$ cat src/rtl/cpu_pkg.sv
`default_nettype none
// ============================================================================
//  Module      : cpu_pkg
//  Description : Shared constants and helpers for the 5-stage MIPS pipeline
//                (data width, NOP encoding, PC increment, target alignment).
//  Revision    : 1.0 - initial release
// ============================================================================
package cpu_pkg;

    localparam int              XLEN         = 32;
    // sll $0,$0,0 - the canonical MIPS no-op
    localparam logic [XLEN-1:0] NOP_ENCODING = 32'h0000_0000;
    localparam logic [XLEN-1:0] PC_INC       = 32'd4;

    // Instructions are word aligned; the low two address bits are discarded.
    function automatic logic [XLEN-1:0] alignWord(input logic [XLEN-1:0] addr);
        return {addr[XLEN-1:2], 2'b00};
    endfunction

endpackage
`default_nettype wire

$ cat src/rtl/if_perf_cnt.sv
`default_nettype none
// ============================================================================
//  Module      : if_perf_cnt
//  Description : Three saturating 32-bit event counters for the fetch stage
//                (valid fetches, stall/wait cycles, redirect flushes).
//  Revision    : 1.0 - initial release
// ============================================================================
module if_perf_cnt
    import cpu_pkg::*;
(
    input  logic            clk,
    input  logic            rst_n,
    input  logic            fetchEvt,
    input  logic            stallEvt,
    input  logic            flushEvt,
    output logic [XLEN-1:0] fetchCnt,
    output logic [XLEN-1:0] stallCnt,
    output logic [XLEN-1:0] flushCnt
);

    logic [XLEN-1:0] r_fetchCnt;
    logic [XLEN-1:0] r_stallCnt;
    logic [XLEN-1:0] r_flushCnt;

    // Count each event once per cycle, sticking at all-ones instead of wrapping
    always_ff @(posedge clk or negedge rst_n) begin
        if (!rst_n) begin
            r_fetchCnt <= '0;
            r_stallCnt <= '0;
            r_flushCnt <= '0;
        end else begin
            if (fetchEvt && (r_fetchCnt != '1)) r_fetchCnt <= r_fetchCnt + 1'b1;
            if (stallEvt && (r_stallCnt != '1)) r_stallCnt <= r_stallCnt + 1'b1;
            if (flushEvt && (r_flushCnt != '1)) r_flushCnt <= r_flushCnt + 1'b1;
        end
    end

    assign fetchCnt = r_fetchCnt;
    assign stallCnt = r_stallCnt;
    assign flushCnt = r_flushCnt;

endmodule
`default_nettype wire

$ cat src/rtl/if_stage.sv
`default_nettype none
// ============================================================================
//  Module      : if_stage
//  Description : MIPS instruction-fetch stage. Owns the PC and the IF/ID
//                register; applies branch/jump redirects, hazard-unit stalls
//                and instruction-memory wait states.
//                Optional feature macro: IF_PERF_CNT_EN (performance counters;
//                when undefined the perf ports are tied to zero).
//  Revision    : 1.0 - initial release
// ============================================================================
module if_stage
    import cpu_pkg::*;
#(
    parameter logic [XLEN-1:0] RESET_PC  = 32'h0000_0000,
    parameter logic [XLEN-1:0] NOP_INSTR = NOP_ENCODING
)(
    input  logic            clk,
    input  logic            rst_n,
    input  logic            pc_write,
    input  logic            ifid_write,
    input  logic            branch_taken,
    input  logic [XLEN-1:0] branch_target,
    input  logic            jump_en,
    input  logic [XLEN-1:0] jump_target,
    output logic [XLEN-1:0] imem_addr,
    input  logic [XLEN-1:0] imem_rdata,
    input  logic            imem_ready,
    output logic [XLEN-1:0] pc,
    output logic [XLEN-1:0] ifid_instr,
    output logic [XLEN-1:0] ifid_pc4,
    output logic            ifid_valid,
    output logic [XLEN-1:0] perf_fetch_cnt,
    output logic [XLEN-1:0] perf_stall_cnt,
    output logic [XLEN-1:0] perf_flush_cnt
);

    logic [XLEN-1:0] r_pc;
    logic [XLEN-1:0] r_ifidInstr;
    logic [XLEN-1:0] r_ifidPc4;
    logic            r_ifidValid;

    logic [XLEN-1:0] w_pcPlus4;
    logic [XLEN-1:0] w_nextPc;
    logic            w_jumpAcc;
    logic            w_redirect;

    // A jump sitting in a stalled ID slot has not issued yet, so it is ignored.
    assign w_jumpAcc  = jump_en & ifid_write;
    assign w_redirect = branch_taken | w_jumpAcc;
    // Natural 32-bit wrap: 0xFFFF_FFFC + 4 = 0
    assign w_pcPlus4  = r_pc + PC_INC;

    // Next-PC select: branch beats jump, redirects beat stall and memory wait
    always_comb begin
        w_nextPc = w_pcPlus4;
        if (branch_taken) begin
            w_nextPc = alignWord(branch_target);
        end else if (w_jumpAcc) begin
            w_nextPc = alignWord(jump_target);
        end else if (!pc_write || !imem_ready) begin
            w_nextPc = r_pc;
        end
    end

    // Program counter register
    always_ff @(posedge clk or negedge rst_n) begin
        if (!rst_n) begin
            r_pc <= RESET_PC;
        end else begin
            r_pc <= w_nextPc;
        end
    end

    // IF/ID register: flush beats hold, hold beats memory-wait bubble
    always_ff @(posedge clk or negedge rst_n) begin
        if (!rst_n) begin
            r_ifidInstr <= NOP_INSTR;
            r_ifidPc4   <= '0;
            r_ifidValid <= 1'b0;
        end else if (w_redirect) begin
            // pc4 is meaningless for a flushed slot, so it is left alone
            r_ifidInstr <= NOP_INSTR;
            r_ifidValid <= 1'b0;
        end else if (!ifid_write) begin
            // hazard-unit stall: keep the slot exactly as it is
        end else if (!imem_ready) begin
            r_ifidInstr <= NOP_INSTR;
            r_ifidValid <= 1'b0;
        end else begin
            r_ifidInstr <= imem_rdata;
            r_ifidPc4   <= w_pcPlus4;
            r_ifidValid <= 1'b1;
        end
    end

    assign imem_addr  = r_pc;
    assign pc         = r_pc;
    assign ifid_instr = r_ifidInstr;
    assign ifid_pc4   = r_ifidPc4;
    assign ifid_valid = r_ifidValid;

`ifdef IF_PERF_CNT_EN
    logic w_fetchEvt;
    logic w_stallEvt;
    logic w_flushEvt;

    assign w_fetchEvt = !w_redirect & ifid_write & imem_ready;
    assign w_stallEvt = !w_redirect & (!ifid_write | !imem_ready);
    assign w_flushEvt = w_redirect;

    if_perf_cnt u_perfCnt (
        .clk      (clk),
        .rst_n    (rst_n),
        .fetchEvt (w_fetchEvt),
        .stallEvt (w_stallEvt),
        .flushEvt (w_flushEvt),
        .fetchCnt (perf_fetch_cnt),
        .stallCnt (perf_stall_cnt),
        .flushCnt (perf_flush_cnt)
    );
`else
    assign perf_fetch_cnt = '0;
    assign perf_stall_cnt = '0;
    assign perf_flush_cnt = '0;
`endif

endmodule
`default_nettype wire

$ cat config.mk
export PLATFORM = sky130hd
export DESIGN_NAME = if_stage
export DESIGN_NICKNAME = d
export VERILOG_FILES = /design/src/rtl/cpu_pkg.sv /design/src/rtl/if_perf_cnt.sv /design/src/rtl/if_stage.sv
export SDC_FILE = /design/constraint.sdc
export NUM_CORES = 1
export LEC_CHECK = 0
export ABC_AREA = 1
export CAP_MARGIN = 20
export CORE_MARGIN = 5
export CORE_UTILIZATION = 36
export CTS_CLUSTER_DIAMETER = 80
export CTS_CLUSTER_SIZE = 8
export DETAILED_ROUTE_END_ITERATION = 6
export PLACE_DENSITY = 0.81
export SYNTH_ARGS = -nofsm -noshare
export SYNTH_HDL_FRONTEND = slang
export SYNTH_SLANG_ARGS = --single-unit
$ cat constraint.sdc
create_clock -name clk -period 1.8 [get_ports clk]
set_clock_uncertainty 0.05 [all_clocks]
set_input_delay 0.36 -clock clk [delete_from_list [all_inputs] [get_ports clk]]
set_output_delay 0.36 -clock clk [all_outputs]
set_load 0.05 [all_outputs]
## Word-level counts from Yosys, hierarchy flattened

Index checks and enable logic that the tools add are counted.

| word-level totals | value |
|---|---|
| flip-flop bits (word level) | 97 |
| word-level logic and storage cells | 23 |
| output and inout port bits | 225 |
| bits of input ports | 103 |

| operators by class | value |
|---|---|
| reduce and logical (&&, ||, !) cells | 5 |
| multiplexer cells | 9 |
| bitwise gates (word level) | 3 |
| equal/unequal tests | 1 |
| add/sub/neg operators | 1 |

Operator list:

| cell | count |
|---|---|
| 2-to-1 mux 32 bit | 6 |
| adder 32 x 3 -> 32 bit, second input constant | 1 |
| 2-to-1 mux 1 bit | 3 |
| inequality test 3 bit, second input constant | 1 |
| AND reduction 3 bit | 1 |
| logical NOT 1 bit | 2 |
| nonzero test 2 bit | 1 |
| AND 1 bit | 1 |
| logical OR 1 bit | 1 |
| NOT 1 bit | 1 |
| OR 1 bit | 1 |

## Longest topological paths before layout

Gate-level depths: netlist of run 1.

| depth | value |
|---|---|
| depth in word-level cells | 5 |
| gate-level depth with buffers | 10 |
| gate-level depth less buffers | 10 |

## Worst setup path after synthesis of run 1

OpenSTA, ideal clock, no wires.

| timing | value |
|---|---|
| kind | register to register |
| start | register r_pc[2] (netlist: imem_addr[2]) |
| end | register r_pc[20] (netlist: imem_addr[20]) |
| cell stages (with the launch flop) | 11 |
| arrival | 1,917 ps |
| setup time | 119 ps |
| period minus slack after synthesis | 2,086 ps |
| setup slack | -286 ps |
| cell sequence | dfrtp_1 ha_1 nand2_1 nor2_2 nand2_1 nor2_2 nand2_1 nand2_1 nand3_1 a21oi_1 nor2_1 |

| on the way | value |
|---|---|
| cells in the longest elaborated chain, start to end | 4 |

Ends and longest elaborated chain:

| element | RTL line | source |
|---|---|---|
| from (decl) | if_stage.sv:37 | `logic [XLEN-1:0] r_pc;` |
| from (signal assigned) | if_stage.sv:70 | `r_pc <= w_nextPc;` |
| adder 32 x 3 -> 32 bit | if_stage.sv:51 | `assign w_pcPlus4 = r_pc + PC_INC;` |
| 2-to-1 mux 32 bit | if_stage.sv:60 | `end else if (!pc_write \|\| !imem_ready) begin` |
| 2-to-1 mux 32 bit | if_stage.sv:58 | `end else if (w_jumpAcc) begin` |
| 2-to-1 mux 32 bit | if_stage.sv:56 | `if (branch_taken) begin` |

Every way passes these cells. The select of a mux whose other input is x is not followed.
A chain may end at the register's enable or synchronous reset.

## Worst setup path after layout of run 1

| timing | value |
|---|---|
| start | register r_pc[2] (netlist: imem_addr[2]) |
| end | register r_pc[28] (netlist: imem_addr[28]) |

Same word-level chain as after synthesis.

==> impl_metrics.env, run 1 <==
export IMPL_cp_slowest_cell="dfrtp_2"
export IMPL_htreeDepth=3
export IMPL_finalCriticalPeriod_ns=1.75
export IMPL_critPathMaxFanout=6
export IMPL_post_route_drc_count=0
export IMPL_synth_area_um2=6000
export IMPL_ys_ff_latch=93
export IMPL_fin_nets=1148
export IMPL_root_buffer="clkbuf_16"
export IMPL_clk_pin_slew_ns=0.07
export IMPL_stdcell_area_um2=8980
export IMPL_worstPathRequired_ns=2.02
export IMPL_fmax_mhz=570
export IMPL_vias=5790
export IMPL_cp_arrival_ns=1.98
export IMPL_status="completed"
export IMPL_yosysTopAreaCell="dfrtp_1"
export IMPL_initial_core_util_pct=36.5
export IMPL_antenna_found_initial=0
export IMPL_hp_start="ifid_pc4[11]"
export IMPL_grt_pass1_vias=5750
export IMPL_synth_edf_count=0
export IMPL_dpl_hpwl_mm=15.6
export IMPL_die_area_um2=19400
export IMPL_cap_viol_max_count=0
export IMPL_cts_buffers=9
export IMPL_antenna_cells=0
export IMPL_synth_distinct_cells=29
export IMPL_ant_nets=0
export IMPL_via_per_inst=4.56
export IMPL_path_buf_inv=1
export IMPL_tritoncts="built"
export IMPL_rows=47
export IMPL_clock_latency_ns=0.35
export IMPL_synthFlopType="dfrtp_1"
export IMPL_startpoint="imem_addr[2]"
export IMPL_grtUsageTotal_pct=19.6
export IMPL_clock_sinks=93
export IMPL_async_flop_share_pct=100
export IMPL_yosys_warnings=0
export IMPL_grt_max_degree=38
export IMPL_pwr_density_cell_nw_per_um2=1020
export IMPL_syn_area_per_cell_um2=7.38
export IMPL_numPortBuffers=221
export IMPL_routed_wl_mm=19.9
export IMPL_dpl_cell_area_um2=8530
export IMPL_path_cells="ha_4 > nand2_2 > nor2_4 > nand2_4 > nor2_4 > buf_12 > nand3_1 > nand3_1 > nand2_1 > a21oi_1"
export IMPL_r2r_start="imem_addr[2]"
export IMPL_hp_class="reg2reg"
export IMPL_synth_area_leaders="dfrtp_1 (39%), buf_4 (17%), nand2_1 (12%), nor2_1 (8.9%), nand3_1 (5.3%)"
export IMPL_area_growth_pct=49.6
export IMPL_dpl_worst_slack_ns=-0.139
export IMPL_first_iter_violations=295
export IMPL_cpPeakStageDelay_ns=0.41
export IMPL_synthCells=814
export IMPL_clk_path_buf_depth=2
export IMPL_grt_pass1_wl_mm=30.7
export IMPL_start_kind="register"
export IMPL_core_area_um2=16500
export IMPL_io_pins=328
export IMPL_crit_type="reg2reg"
export IMPL_gp_congestion=0.859
export IMPL_wl_per_cell_um=15.7
export IMPL_dr_pass1_iters=5
export IMPL_p_leak_nw=4.48
export IMPL_instances_no_fill=1269
export IMPL_final_setup_tns_ns=0
export IMPL_gr_total_overflow=0
export IMPL_die_y_um=139
export IMPL_max_vdd_ir_drop_mv=0.463
export IMPL_end_kind="register"
export IMPL_period_share_pct=97.5
export IMPL_synth_seq_area_share_pct=38.8
export IMPL_path_delay_family="simple AND/OR/NAND/NOR gates"
export IMPL_die_w_um=139
export IMPL_drive_gt1_share_pct=22.5
export IMPL_slew_violations=0
export IMPL_setup_slack_ns=0.0453
export IMPL_finalHoldViolCount=0
export IMPL_synth_top_area_share_pct=38.8
export IMPL_finalPower_mw=9.13
export IMPL_numPlacedInstances=1248
export IMPL_rsz0062_at_grt="yes"
export IMPL_setup_viol=0
## area by class of cell
| type | instances | area, um2 |
|---|---|---|
| multi-input cells | 608 | 2800 |
| repair buffers | 284 | 3060 |
| clock buffers | 10 | 229 |
| well taps | 220 | 275 |
| inverters | 48 | 185 |
| clock inverters | 6 | 86.3 |
| fillers | 1486 | 7480 |
| flip-flops and latches | 93 | 2340 |
## flip-flops by register name, summed over array words and instances (netlist names)
signal and count:
ifid_valid 1, ifid_instr 32, ifid_pc4 30, imem_addr 30
## timing repair
| item | CTS | global route |
|---|---|---|
| endpoints found under the setup margin | 2 | 14 |
| buffers inserted | 0 | 4 |
| hold endpoints to repair | 28 | 0 |
| pin swaps | 1 | 5 |
| hold buffers | 1 | 0 |
| resized for setup | 1 | 22 |
## synth_stat cells (3+ instances only)
| master | instances |
|---|---|
| a21oi_1 | 21 |
| a31oi_1 | 24 |
| a32o_1 | 19 |
| and2_1 | 3 |
| buf_2 | 8 |
| buf_4 | 133 |
| buf_6 | 5 |
| clkbuf_1 | 19 |
| dfrtp_1 | 93 |
| inv_1 | 44 |
| nand2_1 | 189 |
| nand3_1 | 64 |
| nor2_1 | 142 |
| o21ai_0 | 23 |
| o21bai_1 | 3 |
| xor2_1 | 7 |
## stage by stage
stage | hold slack, ns | util, %
CTS | 0.443 | 53.8
global placement | 0.275 | 51.8
detailed placement | 0.281 | 51.8
floorplan | 0.0144 | -
finish | 0.439 | 54.5
global route | 0.478 | 54.5
## power by group
group	total, mW	switching [mW]	internal, mW	leakage (nW)
sequential	2.62	0.230	2.39	1.13
clock	2.06	0.841	1.22	0.153
combinational	4.45	2.92	1.54	3.20
## worst paths after layout
kind                            cells past startpoint             to  slack [ns]
worst max-delay path                               10  imem_addr[28]        0.05
worst min-delay path                                2   ifid_pc4[11]        0.44
worst max register to register                     10  imem_addr[28]        0.05
worst min register to register                      2   ifid_pc4[11]        0.44
max in group asynchronous                           3  imem_addr[15]        0.68
min in group asynchronous                           2  ifid_instr[8]        0.45
## cell families (layout without fill, tap and decap cells)
| group | count (synthesis) | in the layout | synth area share [%] |
|---|---|---|---|
| and+or+nand+nor | 405 | 405 | 27.3 |
| other | 1 | 102 | 0.0625 |
| DFF | 93 | 93 | 38.8 |
| xor gates and xnor gates | 8 | 8 | 1.17 |
| buffers and inverters | 214 | 348 | 22.6 |
| adders and majority gates | 1 | 1 | 0.208 |
| AOI/OAI and AO/OA | 92 | 92 | 9.96 |
## cell usage in the layout (no fill, tap or decap), drive strengths merged, types with 21 or more instances in the layout
| cell | n |
|---|---|
| o21ai | 23 |
| nor2 | 145 |
| nand3 | 64 |
| a21oi | 21 |
| conb | 102 |
| buf | 187 |
| inv | 47 |
| dfrtp | 93 |
| clkdlybuf4s50 | 96 |
| a31oi | 24 |
| nand2 | 191 |
## worst register-to-register path: stages, from the launching register on
cell     delay, ns
dfrtp_2       0.41
ha_4          0.15
nand2_2       0.06
nor2_4        0.17
nand2_4       0.12
nor2_4        0.22
buf_12        0.14
nand3_1       0.09
nand3_1       0.11
nand2_1       0.05
a21oi_1       0.11
## metal layers
metal  vias to the layer above  track usage, %  routed length, um
li1                       2830               -                  -
met1                      2680            24.5               7870
met2                       245            33.9              10100
met3                        35            4.45               1460
met4                         0            6.28                467
met5                         -               0                  0
Power figures use the tool's default switching activity.
==> run 2, diff against run 1 <==
- CORE_MARGIN: 5 -> not set
- CTS_CLUSTER_DIAMETER: 80 -> 120
- PLACE_DENSITY: 0.81 -> 0.78
==> run 2 against run 1 <==
Effect of this change: the flow now finishes with violations (hold timing); flip-flop and latch count stayed put; cell count stayed put; sequential power hardly changed; sequential share of layout area is 0.32 points higher; critical path depth stayed put; global-route usage is 1.7 points higher; non-clock buffer count is 4 higher; clock-buffer cell count is 1 lower; register-to-register slack better by 0.06 ns; largest cell class unchanged.
==> impl_metrics.env, run 2 (synthesis results as in run 1) <==
export IMPL_finalHoldViolCount=2
export IMPL_largest_reg_flops=32
export IMPL_area_growth_pct=47.8
export IMPL_wl_per_cell_um=14.6
export IMPL_vias=5830
export IMPL_drive_gt1_share_pct=22.6
export IMPL_grt_pass1_wl_mm=29.1
export IMPL_grt_pass1_vias=5457
export IMPL_cp_arrival_ns=1.88
export IMPL_violations="hold timing"
export IMPL_start_kind="register"
export IMPL_dr_pass1_iters=5
export IMPL_layout_commonest_cell="nand2_1"
export IMPL_first_iter_violations=366
export IMPL_antenna_found_initial=0
export IMPL_max_vdd_ir_drop_mv=0.444
export IMPL_htreeDepth=3
export IMPL_worstPathRequired_ns=1.98
export IMPL_die_w_um=131
export IMPL_path_buf_inv=2
export IMPL_rsz0062_at_grt="no"
export IMPL_fillers=1478
export IMPL_status="complete, but fails checks"
export IMPL_core_area_um2=16100
export IMPL_numPortBuffers=221
export IMPL_crit_type="reg2reg"
export IMPL_die_area_um2=17200
export IMPL_tritoncts="built"
export IMPL_initial_core_util_pct=37.4
export IMPL_path_cells="ha_4 > nand2_2 > nor2_4 > nand2_4 > buf_6 > buf_4 > xor2_2 > nor2_1 > o21bai_1 > nand2_1"
export IMPL_path_delay_family="simple AND/OR/NAND/NOR gates"
export IMPL_cap_viol_max_count=0
export IMPL_root_buffer="clkbuf_16"
export IMPL_p_leak_nw=4.46
export IMPL_end_kind="register"
export IMPL_holdWs_ns=-0.00541
export IMPL_finalPower_mw=8.80
export IMPL_post_route_drc_count=0
export IMPL_final_cell_mix="nand2_1 (183), buf_4 (139), nor2_1 (138)"
export IMPL_ant_nets=0
export IMPL_grt_max_degree=94
export IMPL_cts_buffers=9
export IMPL_slew_limit_headroom_pct=63.9
export IMPL_clock_latency_ns=0.34
export IMPL_cp_slowest_cell="dfrtp_2"
export IMPL_pwr_density_cell_nw_per_um2=992
export IMPL_hp_class="in2async"
export IMPL_numPlacedInstances=1250
export IMPL_cpPeakStageDelay_ns=0.41
export IMPL_clock_sinks=93
export IMPL_gr_total_overflow=0
export IMPL_period_share_pct=94.1
export IMPL_fin_nets=1152
export IMPL_finalCriticalPeriod_ns=1.69
export IMPL_instances_no_fill=1269
export IMPL_antenna_cells=0
export IMPL_io_pins=328
export IMPL_worst_slew_pin_slew_ns=0.541
export IMPL_gp_congestion=0.855
export IMPL_setup_viol=0
export IMPL_dpl_cell_area_um2=8540
export IMPL_slew_violations=0
export IMPL_die_y_um=131
export IMPL_stdcell_area_um2=8870
export IMPL_via_per_inst=4.59
export IMPL_dpl_hpwl_mm=14.2
export IMPL_final_setup_tns_ns=0
export IMPL_clk_pin_slew_ns=0.07
export IMPL_routed_wl_mm=18.5
export IMPL_ctsHoldBuffers=0
export IMPL_rows=46
export IMPL_grtUsageTotal_pct=21.4
export IMPL_fmax_mhz=591
export IMPL_clk_path_buf_depth=2
export IMPL_critPathMaxFanout=4
## run 2: cell types whose count changed in the layout (fill, tap and decap cells not counted), sizes merged
| cell | previous run | this run |
|---|---|---|
| clkinv | 4 | 5 |
| bufinv | 2 | 0 |
| clkinvlp | 1 | 3 |
| buf | 187 | 192 |
| dlygate4sd3 | 1 | 0 |
| clkbuf | 10 | 9 |
## run 2: worst paths after layout
check | to | cells past startpoint | from | slack (ns)
max | imem_addr[10] | 10 | imem_addr[2] | 0.11
max reg2reg | imem_addr[10] | 10 | imem_addr[2] | 0.11
max in group asynchronous | imem_addr[2] | 2 | rst_n | 1.25
min in group clk | ifid_pc4[4] | 2 | ifid_pc4[4] | 0.44
min | imem_addr[22] | 2 | rst_n | -0.005
min reg2reg | ifid_pc4[4] | 2 | ifid_pc4[4] | 0.44
## run 2: layer usage
layer / GRT usage (%) / up-vias / share of wire [%]
li1: - / 2845 / -
met4: 7.65 / 0 / 2.0
met3: 3.97 / 26 / 6.4
met5: 0 / - / 0
met1: 27.7 / 2737 / 42
met2: 35.5 / 222 / 49
## run 2: layout make-up
cell class / count / area (um2) / share of cell area (%)
clock buffers: 9 / 225 / 2.54
clock inverters: 7 / 50.0 / 0.564
inverters: 48 / 185 / 2.09
multi-input cells: 608 / 2760 / 31.1
flip-flops and latches: 93 / 2340 / 26.4
well taps: 216 / 270 / 3.05
repair buffers: 288 / 3040 / 34.3
## run 2: repair_timing
action                                 CTS  global route
cloned                                   0             0
setup endpoints to repair                2            16
setup buffers                            1             2
pin swaps                                0             0
gates resized for setup                  0            15
endpoints found under the hold margin    0             0
## run 2: metrics by stage
step	setup slack (ns)	utilization (%)
6_report	0.107	55.3
5_1_grt	0.0124	55.3
4_1_cts	0.00683	54.9
3_5_place_dp	-0.181	53.2
3_3_place_gp	-0.138	53.2
2_1_floorplan	0.00833	-
## run 2: report_power, final
part | leakage (nW) | switching (mW) | internal [mW] | total (mW)
Sequential | 1.13 | 0.229 | 2.39 | 2.62
Combinational | 3.20 | 2.89 | 1.51 | 4.39
Clock | 0.128 | 0.854 | 0.939 | 1.79
Total | 4.46 | 3.97 | 4.83 | 8.80
==> run 3, diff against run 2 <==
- CTS_CLUSTER_SIZE: 8 -> not set
==> results of run 3 <==
The final DEF is identical to that of run 2; final timing and power are the same.
